--- src/rtl/modarith_pkg.sv ---
// modarith_pkg: shared definitions for the modular add/sub datapath.
// Holds the lane op encoding, the sparse effective-modulus builder and
// lane slice helpers for the packed LANES*LOGQ operand/result buses.
package modarith_pkg;

  localparam logic OP_ADD = 1'b0;
  localparam logic OP_SUB = 1'b1;

  // Widest modulus the helper function supports; callers cast in and out.
  localparam int QMAX = 128;

  // Effective modulus for sparse moduli: bits [reduc-1:1] are forced to zero
  // so the reduction adders see a mostly-constant operand; bit 0 is kept.
  function automatic logic [QMAX-1:0] sparse_q(input logic [QMAX-1:0] q,
                                               input int reduc);
    logic [QMAX-1:0] mask;
    mask = '1;
    for (int i = 1; i < QMAX; i++) begin
      if (i < reduc) mask[i] = 1'b0;
    end
    return q & mask;
  endfunction

  // Lowest bit index of lane 'lane' in a bus packed as lanes of width w.
  function automatic int lane_lo(input int lane, input int w);
    return lane * w;
  endfunction

endpackage

--- src/rtl/modaddsub_lane.sv ---
// modaddsub_lane: per-lane stage-1 candidate/select generation (pure comb).
// Latency: 0 cycles; no handshake, the parent pipeline owns all state.
// Ports: op (0 add / 1 sub), a, b, qe in; res (primary candidate),
//        alt (alternate candidate), sel (1 = pick alt) out.
module modaddsub_lane
  import modarith_pkg::*;
#(
  parameter int LOGQ = 64
) (
  input  logic            op,
  input  logic [LOGQ-1:0] a,
  input  logic [LOGQ-1:0] b,
  input  logic [LOGQ-1:0] qe,
  output logic [LOGQ-1:0] res,
  output logic [LOGQ-1:0] alt,
  output logic            sel
);

  logic [LOGQ:0]   r;   // A - B with borrow in the top bit
  logic [LOGQ-1:0] rq;  // low bits of R + qe
  logic [LOGQ:0]   s;   // A + B with carry
  logic [LOGQ-1:0] t;   // low bits of S - qe

  always_comb begin
    r   = {1'b0, a} - {1'b0, b};
    rq  = r[LOGQ-1:0] + qe;
    s   = {1'b0, a} + {1'b0, b};
    t   = s[LOGQ-1:0] - qe;
    res = '0;
    alt = '0;
    sel = 1'b0;
    if (op == OP_SUB) begin
      // Borrow means A < B: the wrapped difference needs qe added back.
      res = r[LOGQ-1:0];
      alt = rq;
      sel = r[LOGQ];
    end else begin
      // S - qe is negative exactly when S < qe; then keep S unreduced.
      res = t;
      alt = s[LOGQ-1:0];
      sel = (s < {1'b0, qe});
    end
  end

endmodule

--- src/rtl/modaddsub_pipe.sv ---
// modaddsub_pipe: multi-lane (A +/- B) mod q with per-lane op select.
// Latency: 2 cycles, 1 transaction/cycle; a single global advance moves both stages.
// Backpressure: out_valid && !out_ready freezes both stages and drops in_ready.
// Ports: clk, rst_n (sync, active low); in_valid/in_ready, in_op[LANES],
//        in_a/in_b[LANES*LOGQ], in_q[LOGQ]; out_valid/out_ready, out_c[LANES*LOGQ].
// Build option: MODADDSUB_GENERIC_Q_EN uses in_q verbatim as the modulus;
//               when undefined the sparse modulus (Reduc_param) is used.
module modaddsub_pipe
  import modarith_pkg::*;
#(
  parameter int LOGQ        = 64,
  parameter int Reduc_param = 17,
  parameter int LANES       = 4
) (
  input  logic                  clk,
  input  logic                  rst_n,
  input  logic                  in_valid,
  output logic                  in_ready,
  input  logic [LANES-1:0]      in_op,
  input  logic [LANES*LOGQ-1:0] in_a,
  input  logic [LANES*LOGQ-1:0] in_b,
  input  logic [LOGQ-1:0]       in_q,
  output logic                  out_valid,
  input  logic                  out_ready,
  output logic [LANES*LOGQ-1:0] out_c
);

  logic            adv;
  logic [LOGQ-1:0] qe;

  logic [LANES-1:0][LOGQ-1:0] l_res, l_alt;
  logic [LANES-1:0]           l_sel;

  logic                       s1_vld;
  logic [LANES-1:0][LOGQ-1:0] s1_res, s1_alt;
  logic [LANES-1:0]           s1_sel;
  logic [LANES-1:0][LOGQ-1:0] c_nxt;

  assign adv      = !out_valid || out_ready;
  assign in_ready = adv && rst_n;

`ifdef MODADDSUB_GENERIC_Q_EN
  assign qe = in_q;
`else
  assign qe = LOGQ'(sparse_q(QMAX'(in_q), Reduc_param));
`endif

  for (genvar i = 0; i < LANES; i++) begin : g_lane
    modaddsub_lane #(.LOGQ(LOGQ)) u_lane (
      .op  (in_op[i]),
      .a   (in_a[lane_lo(i, LOGQ) +: LOGQ]),
      .b   (in_b[lane_lo(i, LOGQ) +: LOGQ]),
      .qe  (qe),
      .res (l_res[i]),
      .alt (l_alt[i]),
      .sel (l_sel[i])
    );
  end

  // Stage 2 mux: pick the registered candidate per lane.
  always_comb begin
    c_nxt = '0;
    for (int i = 0; i < LANES; i++) begin
      c_nxt[i] = s1_sel[i] ? s1_alt[i] : s1_res[i];
    end
  end

  always_ff @(posedge clk) begin
    if (!rst_n) begin
      s1_vld    <= 1'b0;
      s1_res    <= '0;
      s1_alt    <= '0;
      s1_sel    <= '0;
      out_valid <= 1'b0;
      out_c     <= '0;
    end else if (adv) begin
      // in_ready == adv here, so in_valid alone marks an accepted input.
      s1_vld    <= in_valid;
      s1_res    <= l_res;
      s1_alt    <= l_alt;
      s1_sel    <= l_sel;
      out_valid <= s1_vld;
      out_c     <= c_nxt;
    end
  end

endmodule

--- config.mk ---
export PLATFORM = sky130hd
export DESIGN_NAME = modaddsub_pipe
export DESIGN_NICKNAME = d
export VERILOG_FILES = /design/src/rtl/modarith_pkg.sv /design/src/rtl/modaddsub_lane.sv /design/src/rtl/modaddsub_pipe.sv
export SDC_FILE = /design/constraint.sdc
export NUM_CORES = 2
export LEC_CHECK = 0
export CAP_MARGIN = 15
export CELL_PAD_IN_SITES_DETAIL_PLACEMENT = 0
export CELL_PAD_IN_SITES_GLOBAL_PLACEMENT = 1
export CORE_MARGIN = 4
export CORE_UTILIZATION = 44
export DETAILED_ROUTE_END_ITERATION = 8
export PLACE_DENSITY_LB_ADDON = 0.3
export SLEW_MARGIN = 20
export SYNTH_ARGS = -nofsm -noshare
export SYNTH_HDL_FRONTEND = slang
export SYNTH_SLANG_ARGS = --single-unit
--- constraint.sdc ---
create_clock -name clk -period 10.55 [get_ports clk]
set_input_delay 2.6375 -clock clk [delete_from_list [all_inputs] [get_ports clk]]
set_output_delay 2.6375 -clock clk [all_outputs]
set_load 0.05 [all_outputs]
# Yosys cells after proc, flatten, opt, wreduce, memory -nomap -nowiden
# Index checks and enable logic that the tools add are counted.
dict set report totals {
  reg_bits 774
  in_bits 584
  output_inout_bits 258
  wordCells 51
}
dict set report classes {
  n_addsub 16
  order_cmp 4
  mux 16
  n_reduce_logical 3
}
# cell n
set ops {}
lappend ops {{$mux 64} 12}
lappend ops {{$add 64x64->65} 4}
lappend ops {{$lt 65x64->1} 4}
lappend ops {{$sub 64x64->65} 4}
lappend ops {{$add 64x64->64} 4}
lappend ops {{$sub 64x64->64} 4}
lappend ops {{$mux 1} 4}
lappend ops {{$logic_and 1x1->1} 1}
lappend ops {{$logic_not 1->1} 1}
lappend ops {{$logic_or 1x1->1} 1}

# Logic depth before layout (Yosys ltp)
dict set report logic_depth {
  word_depth 3
  depth_mapped 32
}

# Modules after synthesis
# A second synthesis with hierarchy kept.
dict set report unflattened {
  hier_cells 13562
  area_unflattened_um2 95541.6
}
# module n_inst cells_each area_each_um2
set by_module_without_submodules {}
lappend by_module_without_submodules {{modaddsub_lane (g_lane[0].u_lane ...)} 2 2501 16164.3}
lappend by_module_without_submodules {modaddsub_pipe 1 3384 29798.6}
lappend by_module_without_submodules {{modaddsub_lane (g_lane[3].u_lane)} 1 2623 16871.2}
lappend by_module_without_submodules {{modaddsub_lane (g_lane[2].u_lane)} 1 2553 16543.4}

# Worst setup path before layout
# No wires, ideal clock.
dict set report synth_path {
  path_type {input port to flip-flop}
  from {input port in_b[3]}
  to {register s1_res[62] in the netlist's numbering}
  setup_ns 0.122
  arrival_ns 8.059
  required_ns 10.428
  slack_ns 2.370
  path_stages 29
  path_buffers 1
  cell_sequence {inv_1 > ha_1 > buf_2 > a221o_1 > a21o_1 > a41oi_1 > a221o_1 > a311oi_1 > a211oi_1 > a211oi_1 > o21ai_0 > a2111o_1 > a21oi_1 > xor2_1 > ha_1 > a21oi_1 > o21ai_0 > a21oi_1 > o21ai_0 > a221o_1 > a21oi_1 > o21ai_0 > a21oi_1 > o21a_1 > o2111ai_1 > a21oi_1 > xor2_1 > nor3_1 > a221o_1}
}
dict set report synth_between {
  elab_chain_len 3
  word_cells_on_any_way 4
  cone_classes {3 x add/sub; 1 x mux}
}
# item line
set synth_rtl {}
lappend synth_rtl {{start: declaration} modaddsub_pipe.sv:21} ;# input logic [LANES*LOGQ-1:0] in_b,
lappend synth_rtl {{$add 64x64->65} modaddsub_lane.sv:27} ;# s = {1'b0, a} + {1'b0, b};
lappend synth_rtl {{$sub 64x64->64} modaddsub_lane.sv:28} ;# t = s[LOGQ-1:0] - qe;
lappend synth_rtl {{$mux 64 *} modaddsub_lane.sv:32} ;# if (op == OP_SUB) begin
lappend synth_rtl {{end signal: assignment} modaddsub_pipe.sv:79} ;# s1_res <= l_res;
lappend synth_rtl {{end: declaration} modaddsub_pipe.sv:35} ;# logic [LANES-1:0][LOGQ-1:0] s1_res, s1_alt;
# Mark *: on every way between the ends. The rest lies on a longest branch, timed or not.
# A chain may end at the register's enable or synchronous reset.

# Worst setup path after layout
dict set report layout_path {
  from {input port in_b[72]}
  to {register s1_res[127] in the netlist's numbering}
}
# Same word-level chain as after synthesis.

==> metrics.txt <==
commonest non-fill, non-tap cell in the layout nor2_1; Post-DP HPWL 305000 um; clk_skew between 0.03 and 0.04 ns; first-pass GRT wire length roughly 550000 um; Peak VDD IR 0.000119 V; syn_area_per_cell between 7 and 8 um^2; Synth Flop Type dfxtp_1; DRC viols 0; cell area after synthesis 87800 um^2; number of antenna violations at the first check in global routing 35; critical path class input pin to register; Power Density 166 nW/um^2; die height between 400 and 500 um; clock insertion delay at the later pin of the skew report between 0.7 and 0.8 ns; total leakage power 42.5 nW; CP required ~11 ns; Synth cell types approximately 120; fin crit share 90.6%; Area growth syn-to-layout 15.5%; post-synth top area share about 18%; placed cell areas roughly 98000 um^2; setup TNS 0 ns; syn_nets ~14000; Power Total 0.0169 W; CP peak stage delay 0.57 ns; vias in the first global route 89500; async set-or-reset flop fraction in the synthesized netlist 0%; Setup Fix Bufs, Post-CTS 0; worst-margin pin slew 1.27 ns; clk slew on worst S/H paths 0.06 ns; Core ar. 198000 um^2; Vias 94400; initial drt markers 8951; Initial Util around 44%; DR pass1 iterations 6; Post-CTS Hold Buffers 0; IO Port Bufs between 800 and 900; Max Fclk 0.105 GHz; die area 207000 um^2; CTS Buf Count between 90 and 100; CTS tree done; number of vias per cell approximately 6.2; largest net degree at the start of global routing about 190; Die W between 400 and 500 um; YS warnings 0; FP Rows 163; GPL Wtd Cong 1.03; Slew Viols, Final 0; Synth area leader dfxtp_1; Clock Path Buffers 3; endpoints failing setup 0; relative slew slack 15.6%; CTS H-tree depth 3; Mapped Cells about 12000; Synth Register Bits a little under 800; final wirelength about 380000 um; post-layout instance area a little over 100000 um^2; RSZ-0062 raised after global routing no; most frequent cells in the layout 1309 x nor2_1, 1283 x a21oi_1, 911 x nand2_1, 904 x ha_1, 820 x clkdlybuf4s50_1; clock sink total 774; Tmin final 9.56 ns; Final Core Density 51.2%; Critical Path End Type register; Slowest-stage cell, CP nor4_1; I/O pins 842; DRT antenna net count 0; worst-path fanout max 13; max cap viols 0; All-Layer GR Usage 34.2%; share of cells above drive strength 1 4.24%; Avg WL per Cell between 20 and 25 um; root buffer cell clkbuf_16; status finished clean; nature of the critical path startpoint input pin; register area share after synthesis 17.6%; top post-synthesis cells by area dfxtp_1 18%, ha_1 13%, a21oi_1 7.3%; Fin. Hold Viols 0; Resized cells post-CTS 0; worst hold path type register to register; number of synthesized flops with an enable pin 0; CP arrival roughly 10 ns; CP dominant cell by count a21oi_1; GRT overflow 0; Layout Nets 14000
-- power breakdown --
part | total (W) | switching [W] | internal (W) | leakage [nW]
sequential | 0.00376 | 0.000311 | 0.00345 | 6.42
clock | 0.00367 | 0.00149 | 0.00218 | 1.67
combinational | 0.00945 | 0.00591 | 0.00354 | 34.4
-- worst max-delay path, delay by kind of cell --
kind / cells / cell delay (ns)
buf+inv: 2 / 0.53
compound gates: 19 / 4.23
mux: 1 / 0.10
xor+xnor: 2 / 0.50
fa+ha+maj: 2 / 0.85
simple gates: 4 / 1.38
-- cells in the mapped netlist (37+ instances only) --
| cell type | number |
|---|---|
| nor2_1 | 1313 |
| a21oi_1 | 1283 |
| nand2_1 | 912 |
| ha_1 | 904 |
| o21ai_0 | 784 |
| dfxtp_1 | 774 |
| xnor2_1 | 679 |
| inv_1 | 665 |
| clkbuf_1 | 637 |
| a211oi_1 | 419 |
| a21o_1 | 365 |
| mux2i_1 | 310 |
| o21bai_1 | 252 |
| xor2_1 | 234 |
| nor3_1 | 220 |
| nand3_1 | 206 |
| nand4_1 | 183 |
| o211ai_1 | 153 |
| nand2b_1 | 116 |
| nor2b_1 | 114 |
| a31oi_1 | 113 |
| o21a_1 | 95 |
| nor4_1 | 92 |
| and3_1 | 84 |
| o31ai_1 | 74 |
| buf_1 | 62 |
| or3_1 | 61 |
| a311oi_1 | 60 |
| and2_1 | 51 |
| a22oi_1 | 46 |
| o21ai_1 | 46 |
| o221ai_1 | 46 |
| or2_2 | 46 |
| or4_1 | 38 |
| a211o_1 | 37 |
-- per-stage QoR --
step | worst slack [ns] | cells | hold WS (ns)
3_5_place_dp | 0.462 | 15100 | 0.442
4_1_cts | 1.19 | 15200 | 0.450
5_1_grt | 0.309 | 15300 | 0.464
6_report | 0.988 | 15300 | 0.451
2_1_floorplan | 2.37 | 12200 | 0.422
3_3_place_gp | 0.466 | 15100 | 0.433
-- sequential cells by signal, summed over array words and instances (netlist names) --
signal / flops
s1_sel: 4
s1_vld: 1
out_valid: 1
out_c: 256
s1_res: 256
s1_alt: 256
-- cell type report --
type | count | area, um^2
sequential | 774 | 15500
tap | 2640 | 3300
clock buffer | 126 | 2740
clock inverter | 50 | 713
timing repair buffer | 1003 | 9620
inverter | 689 | 2590
multi-input combinational | 9959 | 66900
antenna | 31 | 77.6
fill | 19400 | 96600
-- logic make-up (layout without fill, tap and decap cells) --
family | count (synthesis) | after routing | share of synthesized area [%]
compound gates | 4245 | 4245 | 31.3
xor+xnor | 913 | 913 | 9.10
fa+ha+maj | 912 | 912 | 13.1
buf+inv | 1438 | 1868 | 6.27
flops | 774 | 774 | 17.6
mux | 315 | 315 | 3.60
other cells | 0 | 31 | 0
simple gates | 3574 | 3574 | 19.0
-- per-layer routing --
layer  global-route usage (%)  up-vias  wire length (um)
met5                        0        -                35
met4                     15.9        6             19800
met3                     4.66      680             26100
met2                     56.2     3819            171000
met1                     44.4    45100            161000
li1                         -    44800                 -
-- path summary, 6_finish.rpt --
check | slack (ns) | end | cells after the start | from
worst min-delay path | 0.45 | s1_res[75]$_SDFFE_PN0N_ | 2 | s1_res[75]$_SDFFE_PN0N_
worst min register to register | 0.45 | s1_res[75]$_SDFFE_PN0N_ | 2 | s1_res[75]$_SDFFE_PN0N_
worst max register to register | 6.43 | s1_res[142]$_SDFFE_PN0N_ | 8 | out_valid$_SDFFE_PN0N_
worst max-delay path | 0.99 | s1_res[127]$_SDFFE_PN0N_ | 30 | in_b[72]
Power figures use the tool's default switching activity.
